### src/rtl/pc_fetch.sv
// pc_fetch: fetch-stage PC register with exception/eret redirect, stalls, next-PC select and fetch address check
module pc_fetch #(
  parameter logic [31:0] PC_RESET  = 32'h0000_3000,
  parameter logic [31:0] EXC_ENTRY = 32'h0000_4180,
  parameter logic [31:0] IM_LO     = 32'h0000_3000,
  parameter logic [31:0] IM_HI     = 32'h0000_6FFC
) (
  input  logic        clk,
  input  logic        reset,
  input  logic        En_PC,
  input  logic        stall_md,
  input  logic        stall_eret,
  input  logic        IntReq,
  input  logic        ExcReq,
  input  logic        eret_D,
  input  logic [31:0] EPC,
  input  logic [31:0] PC_D,
  input  logic [31:0] Instr_D,
  input  logic [1:0]  NPCSel_D,
  input  logic        cmp_D,
  input  logic [31:0] rs_D,
  output logic [31:0] PC_F,
  output logic        AdEL_F,
  output logic        BorJ_F
);
  logic [31:0] pc_plus4, br_target, j_target, npc;
  assign pc_plus4  = PC_F + 32'd4;
  assign br_target = PC_D + 32'd4 + {{14{Instr_D[15]}}, Instr_D[15:0], 2'b00};
  assign j_target  = {PC_D[31:28], Instr_D[25:0], 2'b00};
  always_comb begin
    npc = NPCSel_D == 2'b00 ? pc_plus4 :
          NPCSel_D == 2'b01 ? (cmp_D ? br_target : pc_plus4) :
          NPCSel_D == 2'b10 ? j_target : rs_D;
  end
  always_ff @(posedge clk) begin
    if (reset) PC_F <= PC_RESET;
    else if (IntReq | ExcReq) PC_F <= EXC_ENTRY;
    else if (stall_eret) PC_F <= PC_F;
    else if (eret_D) PC_F <= EPC;
    else if (!En_PC | stall_md) PC_F <= PC_F;
    else PC_F <= npc;
  end
  assign AdEL_F = |PC_F[1:0] | (PC_F < IM_LO) | (PC_F > IM_HI);
  assign BorJ_F = !eret_D & (NPCSel_D != 2'b00) & (PC_D != 32'd0);
endmodule

### config.mk
export PLATFORM = sky130hd
export DESIGN_NAME = pc_fetch
export DESIGN_NICKNAME = d
export VERILOG_FILES = /design/src/rtl/pc_fetch.sv
export SDC_FILE = /design/constraint.sdc
export NUM_CORES = 1
export LEC_CHECK = 0
export CAP_MARGIN = 20
export CORE_ASPECT_RATIO = 1.5
export CORE_MARGIN = 3
export CORE_UTILIZATION = 37
export CTS_BUF_LIST = sky130_fd_sc_hd__clkbuf_8
export CTS_CLUSTER_DIAMETER = 60
export DETAILED_ROUTE_END_ITERATION = 6
export PLACE_DENSITY = 0.7
export SYNTH_ARGS = -nofsm -noshare
export SYNTH_HDL_FRONTEND = slang
export SYNTH_SLANG_ARGS = --single-unit
### constraint.sdc
create_clock -name clk -period 3.9 [get_ports clk]
set_input_delay 0.39 -clock clk [delete_from_list [all_inputs] [get_ports clk]]
set_output_delay 0.39 -clock clk [all_outputs]
set_load 0.05 [all_outputs]
* Yosys cells after proc, flatten, opt, wreduce, memory -nomap -nowiden
Index checks and enable logic that the tools add are counted.
** Cells by class
- Add/subtract/negate cells :: 3
- $mul :: 0
- Divide/modulo/power cells :: 0
- $lt $le $gt $ge :: 2
- Equality and inequality tests :: 5
- Shifts and indexed selects :: 0
- Mux-type cells :: 8
- Bitwise logic cells :: 7
- Reductions and logical operators :: 9
** Operators by type and width (number)
- 32-bit 2-to-1 mux :: 6
- 32-bit by 3-bit adder with 32-bit output (second input constant) :: 2
- 32-bit adder :: 1
- 32-bit by 15-bit > comparator with 1-bit output (second input constant) :: 1
- 32-bit by 14-bit < comparator with 1-bit output (second input constant) :: 1
- 32-bit nonzero test :: 1
- 15-bit 2-to-1 mux :: 2
- 1-bit bitwise OR :: 4
- 2-bit AND reduction :: 2
- 2-bit OR reduction :: 2
- 3-bit inequality test (second input constant) :: 1
- 1-bit bitwise AND :: 2
- 2-bit by 1-bit equality test with 1-bit output (second input constant) :: 1
- 2-bit equality test (second input constant) :: 1
- 1-bit logical NOT :: 2
- 2-bit logical NOT :: 1
- 2-bit by 1-bit inequality test with 1-bit output (second input constant) :: 1
- 2-bit inequality test (second input constant) :: 1
- 2-bit nonzero test :: 1
- 1-bit inverter :: 1
** Word-level totals
- Register bits after elaboration :: 32
- Latch bits :: 0
- RAM bits :: 0
- Memory bits (read-only) :: 0
- Logic and storage cells :: 36
- Memories kept :: 0

* Logic depth before layout (Yosys ltp)
Gate-level depths: netlist of run 1.
- Depth in word-level cells :: 9
- Mapped depth :: 15
- Depth with buffers taken out :: 15

* Worst setup path after synthesis of run 1
No wires, ideal clock.
- Path kind :: in2reg
- From :: input port PC_D[9]
- To :: register PC_F[31]
- Arrival :: 2.878 ns
- Data required time :: 3.771 ns
- Slack :: 0.893 ns
- Stages on the path :: 11
- Path buffers :: 0
- Cell sequence :: ha_1 -> ha_1 -> a21oi_2 -> nand2_1 -> or4_4 -> and4_4 -> o31a_1 -> or2_1 -> and3b_1 -> a2111oi_4 -> a211oi_1
** Between the ends
- Longest elaborated chain between the ends :: 7
** RTL lines
- start: declaration :: RTL line 17 : input logic [31:0] PC_D,
- 32-bit by 3-bit adder with 32-bit output :: RTL line 28 : assign br_target = PC_D + 32'd4 + {{14{Instr_D[15]}}, Instr_D[15:0], 2'b00};
- 32-bit adder :: RTL line 28
- 32-bit 2-to-1 mux (2 in a row) :: RTL line 32 : NPCSel_D == 2'b01 ? (cmp_D ? br_target : pc_plus4) :
- 32-bit 2-to-1 mux :: RTL line 31 : npc = NPCSel_D == 2'b00 ? pc_plus4 :
- 32-bit 2-to-1 mux :: RTL line 40 : else if (!En_PC | stall_md) PC_F <= PC_F;
- 32-bit 2-to-1 mux :: RTL line 39 : else if (eret_D) PC_F <= EPC;
- end signal: assignment :: RTL line 41 : else PC_F <= npc;
- end: declaration :: RTL line 22 : output logic [31:0] PC_F,
No other way between the ends. The select of a mux whose other input is x is not followed.
A chain may end at the register's enable or synchronous reset.

* Final worst setup path of run 1
- From :: input port PC_D[3]
- To :: register PC_F[17]
Same word-level chain as after synthesis.

==> qor.csv, run 1 <==
stage,metric,value,unit
final_layout,non-filler cells in the finished layout,1012,
pwr,Total Power,1460,uW
setup_path,critical path startpoint category,input pin,
setup_path,R2R Setup Slk,0.90,ns
die,Rows,51,
routing,Routed WL per cell,19.3,um
setup_path,crit path max fanout,3,
pwr,cell leakage power,0.00275,uW
setup_path,Worst R2R Path Depth,9,
pwr,peak supply drop,0.000119,V
yosys,Synth area leader,ha_1,
routing,1st-iter DRT viols,431,
routing,post-DR vias/cell,6.03,
final_layout,FF/Latch Area,641,um^2
pwr,Sw Ratio,40.5,%
outcome,outcome,"finished, final reports clean",
setup_path,critical path type,in2reg,
sta,Worst Skew,0.00757,ns
setup_path,most frequent cell on the critical path,ha_1,
final_layout,"commonest non-fill, non-tap cell in the layout",clkdlybuf4s50_1,
pwr,PD cells,209,nW/um^2
setup_path,family with the most delay on the worst path,compound AO/OA/AOI/OAI gates,
placed_design,I/O Buffers,166,
global_route,initial antenna violation count,0,
global_route,total congestion overflow,0,
final_layout,area growth from synthesis to layout,38.5,%
setup_path,max incr delay on CP,0.45,ns
setup_path,Worst Path Arrival,3.70,ns
cts,CTS hold repair buffers,0,
final_layout,"commonest non-fill, non-tap cells in the layout","clkdlybuf4s50_1, nor2_1, a21oi_1, ha_1, nand2_1",
yosys,syn_nets,898,
yosys,area share of the largest cell type after synthesis,14.4,%
setup_path,Worst path slowest cell,or4_4,
die,Starting Density,38.3,%
final_layout,# fillers,1291,
placed_design,GPL Wtd Cong,0.963,
yosys,Mean Syn Cell Area,7.19,um^2
cts,CTS tree,done,
final_layout,share of layout cells above drive strength 1,5.39,%
sta,Min Hold Slack,0.545,ns
final_layout,Top reg by flops,PC_F,
die,chip height,149,um
setup_path,RR Startpoint,PC_F[2],
setup_path,Critical Path Stages,14,
sta,unrepaired setup endpoints after global routing,false,
routing,via count,6105,
setup_path,Buf/Inv on CP,2,
sta,"Slew Viols, Final",0,
setup_path,Critical Path Sink Type,flip-flop,
final_layout,Largest regs,PC_F x30,
final_layout,Final Util,53.1,%
cts,Max Root-Sink Buffers,2,
pwr,switching pwr,591,uW
die,core area,13100,um^2
pwr,Clock Power Share,19.9,%
die,IO Count,173,
placed_design,DP HPWL,16.1,mm
sta,Max-slew headroom,46.9,%
sta,# setup viols final,0,
die,Die W,101,um
yosys,Async SR Flop Fraction,0,%
hold_path,HP Class,reg2reg,
sta,final worst path period share,89.3,%
global_route,vias in the first global route,5875,
hold_path,hold path depth,2,
yosys,"EDFF count, synth",0,
yosys,synth top area cells,"ha_1, dfxtp_1, a21oi_1",
global_route,GRT Overall Usage,25.2,%
sta,fin crit period,3.48,ns
flow_run,Max Cap Viol,0,
final_layout,multi-input logic area,4190,um^2
pwr,internal power,868,uW
setup_path,crit path to,PC_F[17],
final_layout,max reg flops,30,
cts,"CTS clk-pin slew, worst paths",0.07,ns
die,total die area,15100,um^2
setup_path,RR Endpoint,PC_F[22],
yosys,top_reg_cell synth,dfxtp_1,
setup_path,crit-path cells,"clkdlybuf4s50_1, ha_1, ha_1, inv_1, fa_1, nand2b_1, a211oi_1, or4_4, and2_1, o41a_1, xnor2_1, a221oi_1, a2111oi_2, nor3_1",
sta,Peak Freq,287,MHz
setup_path,Worst Setup SP,PC_D[3],
final_layout,Ant. Diodes,0,
global_route,largest net degree at the start of global routing,38,
yosys,#FFs+latches synth,32,
global_route,first-pass GRT wire length,30.0,mm
routing,number of routed nets with antenna violations,0,
yosys,yosys warns,0,
cts,CTS buffer count,5,
pwr,combinational share of power,56.0,%
yosys,Synth cell types,64,
yosys,sequential-to-total area share from yosys stat,12.7,%
placed_design,cell count after placement,1005,
cts,worst skew pair latency,0.30,ns
yosys,cell count after synthesis,700,
sta,actual slew at the worst max-slew pin,0.796,ns
final_layout,fin nets,1051,
cts,clock sinks,32,
pwr,register share of total power,24.1,%
routing,drt drc,0,
cts,CTS H-tree depth,2,
cts,Root Buffer,clkbuf_8,
cts,setup bufs post-CTS,0,
sta,Hold Fails Final Rpt,0,
cts,CTS resizes,0,
setup_path,WP data required,4.12,ns
yosys,Mapped Area,5040,um^2
sta,TNS Setup,0,ns
routing,drt total wl,19.5,mm
routing,Detailed Routing Iterations Pass 1,5,
[metrics by stage]
| stage | cell area, um^2 | setup WS, ns |
|---|---|---|
| after floorplan | 5040 | 0.893 |
| after global placement | 6880 | 0.166 |
| after detailed placement | 6880 | 0.136 |
| after CTS | 6980 | 0.439 |
| after global routing | 6980 | 0.137 |
| final | 6980 | 0.419 |
[per-layer routing]
layer | up-vias | global-route usage, % | wire length, um
met1 | 2828 | 31.6 | 7840
met4 | 0 | 11.4 | 892
met3 | 49 | 2.15 | 1170
li1 | 2970 | - | -
met2 | 258 | 43.2 | 9590
met5 | - | 0 | 0
[power groups by stage]
stage / Clock [uW] / Sequential, uW / Combinational (uW)
final: 290 / 352 / 817
after global routing: 302 / 354 / 888
after CTS: 292 / 352 / 809
after detailed placement: 0 / 359 / 803
after global placement: 0 / 359 / 801
after floorplan: 0 / 387 / 458
[final cells by class]
cell class                 instances  share of cell area (%)
multi-input combinational        611                    60.0
timing repair buffer             183                    25.5
sequential                        32                    9.18
tap                              159                    2.85
clock buffer                       7                    1.38
inverter                          20                    1.08
[synth_stat cells (3+ instances only)]
library cell / n
a21boi_0: 3
and2_1: 3
o2111ai_1: 3
mux2i_1: 22
nand2b_1: 7
o221ai_1: 5
a21oi_1: 70
nand4_1: 11
a31oi_1: 9
or3_1: 5
o21bai_1: 4
inv_1: 20
a211oi_1: 15
a2111oi_0: 4
nand3b_1: 3
ha_1: 58
buf_1: 7
a22oi_1: 3
nor4_1: 17
o211ai_1: 7
o31ai_1: 3
o21a_1: 6
nor3_1: 16
mux2_2: 6
nor2_1: 71
o22ai_1: 9
a221o_1: 5
a221oi_1: 7
clkbuf_1: 28
nor2b_1: 7
and3_1: 8
a21o_1: 11
nand2_1: 56
xnor2_1: 26
xor2_1: 20
a311oi_1: 6
dfxtp_1: 32
o31a_1: 3
nand3_1: 28
o21ai_0: 45
[worst min path at each step]
| stage | end | slack, ns |
|---|---|---|
| 2_1_floorplan | PC_F[7] | 0.46 |
| 5_1_grt | PC_F[3] | 0.61 |
| 3_3_place_gp | flip-flop | 0.54 |
| 6_report | flip-flop | 0.54 |
| 4_1_cts | flip-flop | 0.55 |
| 3_5_place_dp | flip-flop | 0.54 |
[cell families after synthesis]
| logic type | Yosys count | share of synthesized area [%] |
|---|---|---|
| flip-flops | 32 | 12.7 |
| buffers and inverters | 57 | 4.30 |
| AO/OA/AOI/OAI | 238 | 31.4 |
| multiplexers | 28 | 5.71 |
| XOR/XNOR | 47 | 8.32 |
| AND/OR/NAND/NOR | 239 | 22.7 |
| adder cells (fa/ha/maj) | 59 | 14.8 |
[worst reg2reg max path, delay by kind of cell (launching register included)]
kind	cells	cell delay [ns]
xor gates and xnor gates	1	0.16
and+or+nand+nor	5	1.22
DFF	1	0.47
adders and majority gates	1	0.29
AOI/OAI and AO/OA	2	0.74
(Power assumes the default switching activity.)
==> run 2: changes to the inputs <==
PLACE_DENSITY = 0.73   (was 0.7)
==> run 2 against run 1 <==
Compared with the run above: the flow now finishes with violations (DRC); final area grew 1.5%; flip-flop and latch count stayed put; via count down 0.61%; worst hold slack gained 0.0087 ns; die area stayed put; non-clock buffer count increased by 10; power is 6.6% higher; critical endpoint is now PC_F[16]; largest power group unchanged; highest routed layer unchanged.
==> qor.csv, run 2 (synthesis gave the netlist of run 1 again) <==
stage,metric,value,unit,change
outcome,outcome,"complete, but fails checks",,
outcome,failing checks,DRC,,
placed_design,I/O Buffers,166,,unchanged
die,IO Count,173,,unchanged
routing,drt drc,1,,+1
die,total die area,15100,um^2,unchanged
cts,clock sinks,32,,unchanged
routing,via count,6068,,-0.61%
global_route,largest net degree at the start of global routing,37,,-2.6%
die,Starting Density,38.3,%,unchanged
setup_path,RR Startpoint,PC_F[2],,
setup_path,Worst R2R Path Depth,9,,unchanged
sta,Peak Freq,285,MHz,-0.62%
pwr,internal power,950,uW,+9.6%
cts,setup bufs post-CTS,0,,unchanged
final_layout,Ant. Diodes,0,,unchanged
sta,actual slew at the worst max-slew pin,0.826,ns,+0.0296 ns
placed_design,DP HPWL,16.5,mm,+2.7%
setup_path,critical path startpoint category,input pin,,
setup_path,critical path type,in2reg,,
die,Die W,101,um,unchanged
cts,CTS buffer count,5,,unchanged
setup_path,max incr delay on CP,0.46,ns,about the same
routing,Routed WL per cell,19.4,um,+0.52%
sta,# setup viols final,0,,unchanged
cts,CTS resizes,0,,unchanged
final_layout,"commonest non-fill, non-tap cells in the layout","clkdlybuf4s50_1, nor2_1, a21oi_1, ha_1, nand2_1",,
global_route,first-pass GRT wire length,30.6,mm,+1.9%
final_layout,"commonest non-fill, non-tap cell in the layout",clkdlybuf4s50_1,,
final_layout,FF/Latch Area,641,um^2,unchanged
setup_path,crit path max fanout,2,,-1
global_route,vias in the first global route,5811,,-1.1%
sta,fin crit period,3.50,ns,+0.0217 ns
setup_path,RR Endpoint,PC_F[22],,
sta,unrepaired setup endpoints after global routing,false,,
routing,Detailed Routing Iterations Pass 1,7,,+2
global_route,initial antenna violation count,0,,unchanged
final_layout,max reg flops,30,,unchanged
die,Rows,51,,unchanged
sta,"Slew Viols, Final",0,,unchanged
final_layout,Largest regs,PC_F x30,,
sta,final worst path period share,89.8,%,+0.56 points
cts,Max Root-Sink Buffers,2,,unchanged
setup_path,Worst path slowest cell,a2111oi_0,,
placed_design,GPL Wtd Cong,0.929,,-3.5%
routing,1st-iter DRT viols,498,,+16%
pwr,cell leakage power,0.00281,uW,+2.3%
routing,post-DR vias/cell,5.93,,-1.7%
cts,worst skew pair latency,0.30,ns,about the same
final_layout,post-route cell area,7080,um^2,+1.5%
sta,Hold Fails Final Rpt,0,,unchanged
routing,drt total wl,19.8,mm,+1.6%
pwr,switching pwr,605,uW,+2.3%
setup_path,Critical Path Stages,13,,-1
pwr,register share of total power,22.7,%,-1.4 points
sta,TNS Setup,0,ns,unchanged
pwr,combinational share of power,54.0,%,-2.0 points
final_layout,Top reg by flops,PC_F,,
global_route,total congestion overflow,0,,unchanged
setup_path,family with the most delay on the worst path,compound AO/OA/AOI/OAI gates,,
sta,fin worst setup slack,0.397,ns,-0.0217 ns
sta,Max-slew headroom,44.6,%,-2.2 points
setup_path,crit-path cells,"clkdlybuf4s50_1, ha_1, ha_1, a211oi_1, o21bai_1, a41oi_1, o22ai_1, a211oi_1, xor2_1, a2111oi_0, buf_4, o22ai_1, a21oi_1",,
final_layout,fin nets,1061,,+0.95%
cts,CTS H-tree depth,2,,unchanged
routing,number of routed nets with antenna violations,0,,unchanged
pwr,Sw Ratio,38.9,%,-1.6 points
cts,CTS tree,done,,
cts,"CTS clk-pin slew, worst paths",0.07,ns,about the same
flow_run,Max Cap Viol,0,,unchanged
placed_design,placed cell area,6950,um^2,+1.1%
cts,CTS hold repair buffers,0,,unchanged
final_layout,area growth from synthesis to layout,40.6,%,
placed_design,Setup WS pre-CTS,0.132,ns,-0.00432 ns
final_layout,multi-input logic area,4190,um^2,unchanged
setup_path,Worst Setup SP,PC_D[4],,
cts,Root Buffer,clkbuf_8,,
setup_path,R2R Setup Slk,0.89,ns,about the same
hold_path,HP Class,reg2reg,,
pwr,peak supply drop,0.000102,V,-14%
setup_path,Buf/Inv on CP,2,,unchanged
sta,Worst Skew,0.00718,ns,-0.000386 ns
final_layout,# fillers,1286,,-0.39%
pwr,PD cells,220,nW/um^2,+5.0%
pwr,Clock Power Share,23.3,%,+3.4 points
global_route,GRT Overall Usage,25.8,%,+0.56 points
setup_path,WP data required,4.14,ns,+0.02 ns
die,core area,13100,um^2,unchanged
setup_path,Critical Path Sink Type,flip-flop,,
die,chip height,149,um,unchanged
final_layout,share of layout cells above drive strength 1,6.60,%,+1.2 points
setup_path,crit path to,PC_F[16],,
pwr,Total Power,1560,uW,+6.6%
setup_path,Worst Path Arrival,3.74,ns,+0.04 ns
## run 2: cell count changes in the layout (fill, tap and decap cells not counted), sizes merged
cell | before | now
bufinv | 0 | 1
buf | 20 | 30
## run 2: how the worst min path moves through the flow
| stage | from | to | slack [ns] | cells after the start |
|---|---|---|---|---|
| after floorplan | reset | PC_F[7] | 0.46 | 1 |
| after global placement | flip-flop | flip-flop | 0.55 | 2 |
| after detailed placement | flip-flop | flip-flop | 0.55 | 2 |
| after CTS | flip-flop | flip-flop | 0.56 | 2 |
| after global routing | flip-flop | flip-flop | 0.59 | 2 |
| final | flip-flop | flip-flop | 0.55 | 2 |
## run 2: worst min-delay path: stages (launching register included)
cell and delay [ns]:
dfxtp_1 0.35, nor2_1 0.11, a211oi_1 0.05
## run 2: cell type report
| class | count | share of cell area (%) |
|---|---|---|
| Tap cell | 159 | 2.81 |
| Clock inverter | 1 | 0.424 |
| Clock buffer | 7 | 1.36 |
| Multi-Input combinational cell | 611 | 59.1 |
| Inverter | 20 | 1.06 |
| Sequential cell | 32 | 9.05 |
| Timing Repair Buffer | 193 | 26.2 |
## run 2: metrics by stage
step	hold WS, ns	instances	util, %
after floorplan	0.459	700	-
after global placement	0.548	1015	52.9
after detailed placement	0.547	1015	52.9
after CTS	0.556	1023	53.9
after global routing	0.589	1023	53.9
final	0.554	1023	53.9
## run 2: power by group through the flow
stage	clock network [uW]	logic (uW)	registers (uW)
CTS	365	831	352
finish	363	841	352
global placement	0	824	359
detailed placement	0	826	359
global route	374	916	354
floorplan	0	458	387
## run 2: layer usage
metal  vias to the layer above  track usage (%)  routed length [um]
met3                        39             1.92                1230
met2                       264             45.5               10000
li1                       2984                -                   -
met4                         0             11.1                 755
met1                      2781             31.5                7790
met5                         -                0                   0
